===== config.mk =====
export PLATFORM = sky130hd
export DESIGN_NAME = spi_device_reg_access_flat
export DESIGN_NICKNAME = d
export VERILOG_FILES = /design/src/rtl/spi_device_reg_access_if.sv /design/src/rtl/spi_device_reg_access.sv /design/src/flat_wrapper.sv
export SDC_FILE = /design/constraint.sdc
export NUM_CORES = 1
export LEC_CHECK = 0
export BUFFER_PORTS_ARGS = -buffer_cell sky130_fd_sc_hd__buf_2
export CAP_MARGIN = 40
export CORE_ASPECT_RATIO = 1.75
export CORE_UTILIZATION = 56
export DETAILED_ROUTE_END_ITERATION = 7
export PLACE_DENSITY = 0.81
export SLEW_MARGIN = 20
export SYNTH_ARGS = -nofsm -noshare
export SYNTH_HDL_FRONTEND = slang
export SYNTH_SLANG_ARGS = --single-unit

===== constraint.sdc =====
create_clock -name sclk -period 2.4 [get_ports sclk]
set_input_delay 0.48 -clock sclk [delete_from_list [all_inputs] [get_ports sclk]]
set_output_delay 0.48 -clock sclk [all_outputs]
set_load 0.01 [all_outputs]

===== src/rtl/spi_device_reg_access_if.sv =====
// Register-file side of the SPI device block: write strobes out, read address out,
// combinational read data and the quad-lane enable back in.
interface spi_device_reg_access_if #(
    parameter int REG_SIZE = 8
);
    logic                en_qpi;
    logic [1:0]          wr_addr;
    logic [REG_SIZE-1:0] wr_data;
    logic                wr_data_valid;
    logic [1:0]          rd_addr;
    logic [REG_SIZE-1:0] rd_data;

    // wr_data_valid is a one-cycle strobe with no ready: the register file must
    // take wr_addr/wr_data on the posedge that ends the cycle in which it is high.
    modport master (
        input  en_qpi,
        input  rd_data,
        output wr_addr,
        output wr_data,
        output wr_data_valid,
        output rd_addr
    );

    modport slave (
        output en_qpi,
        output rd_data,
        input  wr_addr,
        input  wr_data,
        input  wr_data_valid,
        input  rd_addr
    );
endinterface


===== src/rtl/spi_device_reg_access.sv =====
// SPI slave front-end for the config register file: 8-bit opcode, then a write
// stream or a read stream, single-bit or quad lanes, everything in the sclk domain.
module spi_device_reg_access #(
    parameter int REG_SIZE = 8
) (
    input  logic                           sclk,
    input  logic                           rstn,
    input  logic [3:0]                     sdi,
    output logic [3:0]                     sdo,
    output logic [3:0]                     sdo_oe,
    spi_device_reg_access_if.master        rf,
    output logic [2:0]                     dbg_state
);
    typedef enum logic [2:0] {
        ST_CMD    = 3'd0,
        ST_WDATA  = 3'd1,
        ST_RTA    = 3'd2,
        ST_RDATA  = 3'd3,
        ST_IGNORE = 3'd4
    } state_t;

    localparam int CW = (REG_SIZE > 8) ? $clog2(REG_SIZE) : 3;
    localparam logic [CW-1:0] CMD_LAST_S = CW'(7);
    localparam logic [CW-1:0] CMD_LAST_Q = CW'(1);
    localparam logic [CW-1:0] DAT_LAST_S = CW'(REG_SIZE - 1);
    localparam logic [CW-1:0] DAT_LAST_Q = CW'(REG_SIZE / 4 - 1);

    state_t              state;
    state_t              state_nxt;
    logic [CW-1:0]       bitcnt;
    logic [REG_SIZE-2:0] rx_sr;
    logic [REG_SIZE-1:0] rx_nxt;
    logic [REG_SIZE-1:0] tx_sr;
    logic [1:0]          addr;
    logic [1:0]          rd_addr_q;
    logic                cmd_last;
    logic                dat_last;
    logic                cmd_ok;

    // The opcode is always 8 bits; only the data bytes follow REG_SIZE.
    assign cmd_last = rf.en_qpi ? (bitcnt == CMD_LAST_Q) : (bitcnt == CMD_LAST_S);
    assign dat_last = rf.en_qpi ? (bitcnt == DAT_LAST_Q) : (bitcnt == DAT_LAST_S);
    assign rx_nxt   = rf.en_qpi ? {rx_sr[REG_SIZE-5:0], sdi} : {rx_sr, sdi[0]};
    assign cmd_ok   = (rx_nxt[7:3] == 5'b01110);

    always_ff @(posedge sclk or negedge rstn) begin
        if (!rstn) state <= ST_CMD;
        else       state <= state_nxt;
    end

    always_comb begin
        state_nxt        = state;
        rf.wr_data_valid = 1'b0;
        rf.wr_data       = rx_nxt;
        rf.wr_addr       = addr;
        sdo              = 4'h0;
        sdo_oe           = 4'h0;
        case (state)
            ST_CMD: begin
                if (cmd_last) begin
                    if (!cmd_ok)        state_nxt = ST_IGNORE;
                    else if (rx_nxt[2]) state_nxt = ST_RTA;
                    else                state_nxt = ST_WDATA;
                end
            end
            ST_WDATA: rf.wr_data_valid = dat_last;
            ST_RTA:   state_nxt = ST_RDATA;
            ST_RDATA: begin
                if (rf.en_qpi) begin
                    sdo    = tx_sr[REG_SIZE-1 -: 4];
                    sdo_oe = 4'hF;
                end else begin
                    sdo    = {2'b00, tx_sr[REG_SIZE-1], 1'b0};
                    sdo_oe = 4'b0010;
                end
            end
            default: ;
        endcase
    end

    // Datapath: shift registers, byte counter and the auto-incrementing address.
    always_ff @(posedge sclk or negedge rstn) begin
        if (!rstn) begin
            bitcnt    <= '0;
            rx_sr     <= '0;
            tx_sr     <= '0;
            addr      <= 2'd0;
            rd_addr_q <= 2'd0;
        end else begin
            case (state)
                ST_CMD: begin
                    rx_sr  <= rx_nxt[REG_SIZE-2:0];
                    bitcnt <= cmd_last ? '0 : bitcnt + CW'(1);
                    if (cmd_last) begin
                        addr      <= rx_nxt[1:0];
                        rd_addr_q <= rx_nxt[1:0];
                    end
                end
                ST_WDATA: begin
                    rx_sr  <= rx_nxt[REG_SIZE-2:0];
                    bitcnt <= dat_last ? '0 : bitcnt + CW'(1);
                    if (dat_last) addr <= addr + 2'd1;
                end
                ST_RTA: begin
                    tx_sr     <= rf.rd_data;
                    bitcnt    <= '0;
                    addr      <= addr + 2'd1;
                    rd_addr_q <= addr + 2'd1;
                end
                ST_RDATA: begin
                    if (dat_last) begin
                        // Next byte is already addressed, so the stream never stalls.
                        tx_sr     <= rf.rd_data;
                        bitcnt    <= '0;
                        addr      <= addr + 2'd1;
                        rd_addr_q <= addr + 2'd1;
                    end else begin
                        tx_sr  <= rf.en_qpi ? (tx_sr << 4) : (tx_sr << 1);
                        bitcnt <= bitcnt + CW'(1);
                    end
                end
                default: ;
            endcase
        end
    end

    assign rf.rd_addr = rd_addr_q;
    assign dbg_state  = state;
endmodule

===== src/flat_wrapper.sv =====
// flat-port wrapper written by rule: the top's interface ports become plain ports
module spi_device_reg_access_flat 
#(
    parameter int REG_SIZE = 8
)
  (sclk, rstn, sdi, sdo, sdo_oe, dbg_state, rf_en_qpi, rf_rd_data, rf_wr_addr, rf_wr_data, rf_wr_data_valid, rf_rd_addr);
  spi_device_reg_access_if #(.REG_SIZE(REG_SIZE)) rf_i ();
  input  logic sclk;
  input  logic rstn;
  input  logic [3:0] sdi;
  output logic [3:0] sdo;
  output logic [3:0] sdo_oe;
  output logic [2:0] dbg_state;
  input wire logic [$bits(rf_i.en_qpi)-1:0] rf_en_qpi;
  input wire logic [$bits(rf_i.rd_data)-1:0] rf_rd_data;
  output wire logic [$bits(rf_i.wr_addr)-1:0] rf_wr_addr;
  output wire logic [$bits(rf_i.wr_data)-1:0] rf_wr_data;
  output wire logic [$bits(rf_i.wr_data_valid)-1:0] rf_wr_data_valid;
  output wire logic [$bits(rf_i.rd_addr)-1:0] rf_rd_addr;
  assign rf_i.en_qpi = rf_en_qpi;
  assign rf_i.rd_data = rf_rd_data;
  assign rf_wr_addr = rf_i.wr_addr;
  assign rf_wr_data = rf_i.wr_data;
  assign rf_wr_data_valid = rf_i.wr_data_valid;
  assign rf_rd_addr = rf_i.rd_addr;
  spi_device_reg_access #(.REG_SIZE(REG_SIZE)) u_core (.sclk(sclk), .rstn(rstn), .sdi(sdi), .sdo(sdo), .sdo_oe(sdo_oe), .rf(rf_i), .dbg_state(dbg_state));
endmodule

==> summary.txt, run 1 <==
status - finished clean
leak pwr - 0.829 nW
pin count of the biggest net entering global routing - 26
critical-path maximum fanout - 11
antenna violations before repair - 0
Clk Latency, worst-skew pair - 0.28 ns
Worst Max-Slew Pin Slew - 0.563 ns
Final Skew - 0.00949 ns
die footprint - 2910 sq um
n_diodes - 0
dpl hpwl - 2.53 mm
Root Buffer Master - clkbuf_8
Die Wd - 41.2 microns
Clock H-tree levels - 1
CP Data Required Time - 1.92 ns
WL final - 3.39 mm
via count - 1,259
first-iteration detailed-routing DRC count - 25
Pins Over Slew Limit - 0
vias per cell - 6.02
max_cap viols - 0
Async SR Flop Fraction - 1.00
WL/cell - 16.2 microns
Hold WC Path Type - in2async
1st-pass router iterations - 4
average cell area after synthesis - 9.85 sq um
Hold Vio Cnt, Final - 0
# DRC - 0
CTS tree - yes
final design utilization - 0.682
gpl congestion - 0.889
nets - 200
Post-Syn Nets - 169
total congestion overflow - 0
Max IR drop VDD - 0.000660 V
most frequent cells in the layout - 38 x buf_2, 25 x dfrtp_1, 19 x nand2_1
CTS Sinks - 25
Max Buffers Root-to-Sink - 2
RSZ-0062 raised after global routing - no
Post-synth EDFFs - 0
row count - 24
first-pass GRT wire length - 5.40 mm
post-route minimum period - 2.22 ns
Period Utilization, post-route - 0.926
fmax - 450 MHz
post-route setup TNS - 0 ns
# IOs - 39
fin cells - 209
Synthesis Warnings - 0
layout cells sized above 1 - 0.339
CTS clk-pin slew, worst paths - 0.09 ns
P&R area growth vs syn - 14.0%
sequential fraction of the synthesis area - 0.415
CTS resizes - 0
crit path DAT - 1.74 ns
Post-Place Cells - 205
ys flop type - dfrtp_1
Syn Inst Count - 153
P per Cell Area - 968 nW/um^2
Num CTS Buffers - 3
Core Area - 2520 sq um
Crit Path Class - reg2out
synthesized cell area - 1510 sq um
crit start category - flop
vias in the first global route - 1,202
Initial Utilization - 0.598
Finish-stage setup viols - 0
commonest non-fill, non-tap cell in the layout - buf_2
Hold Buf Count CTS - 0
die height - 70.6 microns
CP endpoint kind - output port
Buffers on Ports - 38
post-CTS setup buffers - 0
total track usage - 0.262
Synth cell types - 41
Synth Register Bits - 25
Worst slew margin - 0.624
Routed Antenna Nets - 0
==> synth_stat cells, types with 2 or more instances <==
cell type	instances	area, sq um
dfrtp_1	25	626
nand2_1	19	71.3
mux2_2	11	124
clkbuf_1	9	33.8
nor2_1	8	30.0
mux2i_1	7	70.1
nand3_1	7	35.0
o21ai_0	6	30.0
a31oi_1	5	31.3
and2_1	5	31.3
nor2b_1	4	25.0
buf_4	3	22.5
inv_1	3	11.3
nand2b_1	3	18.8
nand4b_1	3	26.3
o311ai_0	3	26.3
a21oi_1	2	10.0
and3_1	2	12.5
buf_6	2	22.5
nor3_1	2	10.0
nor3b_1	2	15.0
o31ai_1	2	15.0
or2_2	2	12.5
==> through the flow <==
stage	cell area, sq um	total power, mW	setup WS [ns]	hold slack, ns
after floorplan	1510	1.19	0.360	0.184
after global placement	1670	1.36	0.310	0.480
after detailed placement	1670	1.41	0.318	0.490
after CTS	1720	1.67	0.173	0.202
after global routing	1720	1.77	0.00172	0.237
final	1720	1.66	0.178	0.181
==> flip-flops by register name (all words and copies together), names as in the netlist <==
signal	cells
u_core.bitcnt	3
u_core.dbg_state	3
u_core.rf.rd_addr	2
u_core.rf.wr_addr	2
u_core.rx_sr	7
u_core.tx_sr	8
==> cells by family (layout without fill, tap and decap cells) <==
family,after synthesis,count (layout),synth area share
adders and majority gates,1,1,0.00830
buffers and inverters,18,48,0.0622
xor gates and xnor gates,1,1,0.00581
muxes,18,18,0.129
AOI/OAI and AO/OA,27,27,0.129
and+or+nand+nor,63,63,0.251
DFF,25,25,0.415
==> area by class of cell <==
class / count / area, sq um
inverter: 3 / 11.3
fill: 207 / 803
sequential: 25 / 626
timing repair buffer: 41 / 213
multi-input combinational: 110 / 788
clock buffer: 3 / 41.3
clock inverter: 1 / 7.51
tap: 26 / 32.5
==> worst max-delay path, cell delays in order, from the launching register on <==
cell and delay (ns):
dfrtp_1 0.57, nor2b_1 0.34, and3_1 0.28, and2_1 0.14
buf_2 0.12
==> path summary, 6_finish.rpt <==
kind	from	end	slack, ns	cells past startpoint
min in group sclk	rf_rd_data[0]	u_core.tx_sr[0]	0.41	3
setup reg to reg	u_core.dbg_state[0]	u_core.tx_sr[6]	0.69	2
hold / removal	rstn	u_core.rx_sr[0]	0.18	1
setup / recovery	u_core.dbg_state[1]	sdo[3]	0.18	4
hold reg to reg	u_core.rx_sr[4]	u_core.rx_sr[4]	0.51	1
max in group asynchronous	rstn	u_core.rf.rd_addr[0]	1.85	1
==> power by group <==
part	internal (mW)	switching (mW)	total, mW
combinational	0.327	0.331	0.658
sequential	0.571	0.173	0.744
clock	0.118	0.143	0.261
total	1.02	0.648	1.66
==> routing by layer <==
layer	global-route usage	routed length [microns]	up-vias
met5	0	0	-
met4	0.122	91	0
met3	0.0313	108	9
met2	0.441	1880	37
met1	0.305	1310	610
li1	-	-	603
Note: power is estimated with default switching activity, not from simulation.
==> inputs of run 2 (changes only) <==
--- a/config.mk
+++ b/config.mk
@@ -5,12 +5,12 @@
 export SDC_FILE = /design/constraint.sdc
 export NUM_CORES = 1
 export LEC_CHECK = 0
-export BUFFER_PORTS_ARGS = -buffer_cell sky130_fd_sc_hd__buf_2
 export CAP_MARGIN = 40
 export CORE_ASPECT_RATIO = 1.75
-export CORE_UTILIZATION = 56
+export CORE_UTILIZATION = 65
 export DETAILED_ROUTE_END_ITERATION = 7
-export PLACE_DENSITY = 0.81
+export DONT_BUFFER_PORTS = 1
+export PLACE_DENSITY = 0.78
 export SLEW_MARGIN = 20
 export SYNTH_ARGS = -nofsm -noshare
 export SYNTH_HDL_FRONTEND = slang
==> summary.txt, run 2 (synthesis gave the netlist of run 1 again) <==
Final WS setup - 0.226 ns (+0.0479 ns)
crit start category - flop
min-delay src - rf_rd_data[0]
via count - 1,138 (-9.6%)
status - finished clean
Max IR drop VDD - 0.000657 V (-0.35%)
sequential share of power - 0.505 (+0.058)
WL final - 3.24 mm (-4.4%)
critical path launch point - u_core.bitcnt[2]
total congestion overflow - 0 (unchanged)
Initial Utilization - 0.702 (+0.104)
n_diodes - 0 (unchanged)
fmax - 460 MHz (+2.2%)
WL/cell - 18.7 microns (+16%)
Largest register FFs - 8 (unchanged)
CP Data Required Time - 1.92 ns (about the same)
Die Wd - 38.4 microns (-6.8%)
Finish-stage setup viols - 0 (unchanged)
Num CTS Buffers - 3 (unchanged)
commonest non-fill, non-tap cell in the layout - dfrtp_1
placed inst area - 1490 sq um (-11%)
vias per cell - 6.58 (+9.2%)
reg-to-reg critical path endpoint - u_core.tx_sr[6]
Pwr Total - 1.51 mW (-9.1%)
origin of the critical flop-to-flop path - u_core.dbg_state[0]
most frequent cells in the layout - 25 x dfrtp_1, 19 x nand2_1, 11 x mux2_2
Pins Over Slew Limit - 0 (unchanged)
first-pass GRT wire length - 5.37 mm (-0.63%)
worst r2r path cells - 2 (unchanged)
combinational power share - 0.367 (-0.029)
Top reg by flops - u_core.tx_sr
Final Skew - 0.00630 ns (-0.00320 ns)
vias in the first global route - 1,163 (-3.2%)
CP endpoint kind - output port
pre-CTS WS - 0.438 ns (+0.120 ns)
dpl hpwl - 2.39 mm (-5.6%)
Period Utilization, post-route - 0.906 (-0.0199)
die footprint - 2520 sq um (-13%)
Crit Path Class - reg2out
max_cap viols - 0 (unchanged)
post-route setup TNS - 0 ns (unchanged)
CTS Sinks - 25 (unchanged)
Routed Antenna Nets - 0 (unchanged)
post-route minimum period - 2.17 ns (-0.0479 ns)
critical-path maximum fanout - 7 (-4)
post-route cell area - 1560 sq um (-9.3%)
die height - 65.7 microns (-7.0%)
nets - 166 (-17%)
Hold Path End - u_core.tx_sr[0]
Worst slew margin - 0.644 (+0.0200)
row count - 22 (-8.3%)
# DRC - 0 (unchanged)
first-iteration detailed-routing DRC count - 18 (-28%)
Hold WC Path Type - in2reg
gpl congestion - 0.908 (+2.0%)
clock power share - 0.127 (-0.030)
layout cells sized above 1 - 0.188 (-0.151)
antenna violations before repair - 0 (unchanged)
P_int - 0.904 mW (-11%)
total track usage - 0.299 (+0.0375)
crit path DAT - 1.69 ns (-0.05 ns)
largest registers - u_core.tx_sr x8, u_core.rx_sr x7
register area - 626 sq um (unchanged)
area occupied by multi-input gates - 795 sq um (+0.79%)
Switching Share - 0.402 (+0.0129)
Clk Latency, worst-skew pair - 0.33 ns (+0.05 ns)
Core Area - 2150 sq um (-15%)
Clock H-tree levels - 1 (unchanged)
leak pwr - 0.678 nW (-18%)
Worst Max-Slew Pin Slew - 0.533 ns (-0.0300 ns)
Filler cells - 169 (-18%)
r2r setup slk - 0.57 ns (-0.12 ns)
CTS tree - yes
Max Buffers Root-to-Sink - 2 (unchanged)
CTS clk-pin slew, worst paths - 0.14 ns (+0.05 ns)
Psw - 0.608 mW (-6.1%)
post-CTS setup buffers - 0 (unchanged)
P per Cell Area - 970 nW/um^2 (+0.24%)
Hold Path Depth - 2
P&R area growth vs syn - 3.40%
Buffers on Ports - 0 (-100%)
Hold Vio Cnt, Final - 0 (unchanged)
final design utilization - 0.726 (+0.0446)
RSZ-0062 raised after global routing - no
1st-pass router iterations - 4 (unchanged)
Root Buffer Master - clkbuf_4
# IOs - 39 (unchanged)
pin count of the biggest net entering global routing - 26 (unchanged)
## run 2: cell types whose count changed in the layout (fill, tap and decap cells not counted), moves of 2 or more
cell	change
buf_2	-38
buf_4	+2
clkbuf_4	+3
clkbuf_8	-3
## run 2: how the worst max path moves through the flow
stage,to,slack [ns],cells past startpoint
after floorplan,rf_wr_data_valid,0.36,5
after global placement,rf_wr_data_valid,0.47,3
after detailed placement,rf_wr_data_valid,0.44,3
after CTS,rf_wr_data_valid,0.05,3
after global routing,rf_wr_data_valid,0.16,3
final,rf_wr_data_valid,0.23,3
## run 2: power by group through the flow
stage          clock, mW  combinational (mW)  sequential [mW]
2_1_floorplan          0               0.485            0.706
3_3_place_gp           0               0.513            0.757
3_5_place_dp           0               0.540            0.768
4_1_cts            0.201               0.554            0.759
5_1_grt            0.213               0.627            0.785
6_report           0.193               0.555            0.764
## run 2: cell type report
type | count | area share
clock buffers | 3 | 0.0144
clock inverters | 1 | 0.00482
inverters | 3 | 0.00722
multi-input cells | 110 | 0.510
flip-flops and latches | 25 | 0.401
well taps | 24 | 0.0193
repair buffers | 7 | 0.0433
## run 2: per-stage QoR
stage          hold slack [ns]  std cells
6_report                 0.265        173
5_1_grt                  0.267        173
4_1_cts                  0.257        173
3_5_place_dp             0.185        167
3_3_place_gp             0.185        167
2_1_floorplan            0.184        153
## run 2: metal layers
metal	GRT usage	vias to the layer above	wire length (microns)
li1	-	539	-
met1	0.353	561	1250
met2	0.530	33	1810
met3	0.0304	5	128
met4	0.116	0	57
met5	0	-	0
## run 2: worst max-delay path, stage by stage (launching register included)
cell	delay [ns]
dfrtp_1	0.47
nand4bb_4	0.29
and2_1	0.25
nor4b_2	0.36
## run 2: repair_timing
item | in CTS | in global routing
hold buffers | 2 | 0
resized for setup | 0 | 1
hold endpoints to repair | 25 | 0
endpoints found under the setup margin | 0 | 1
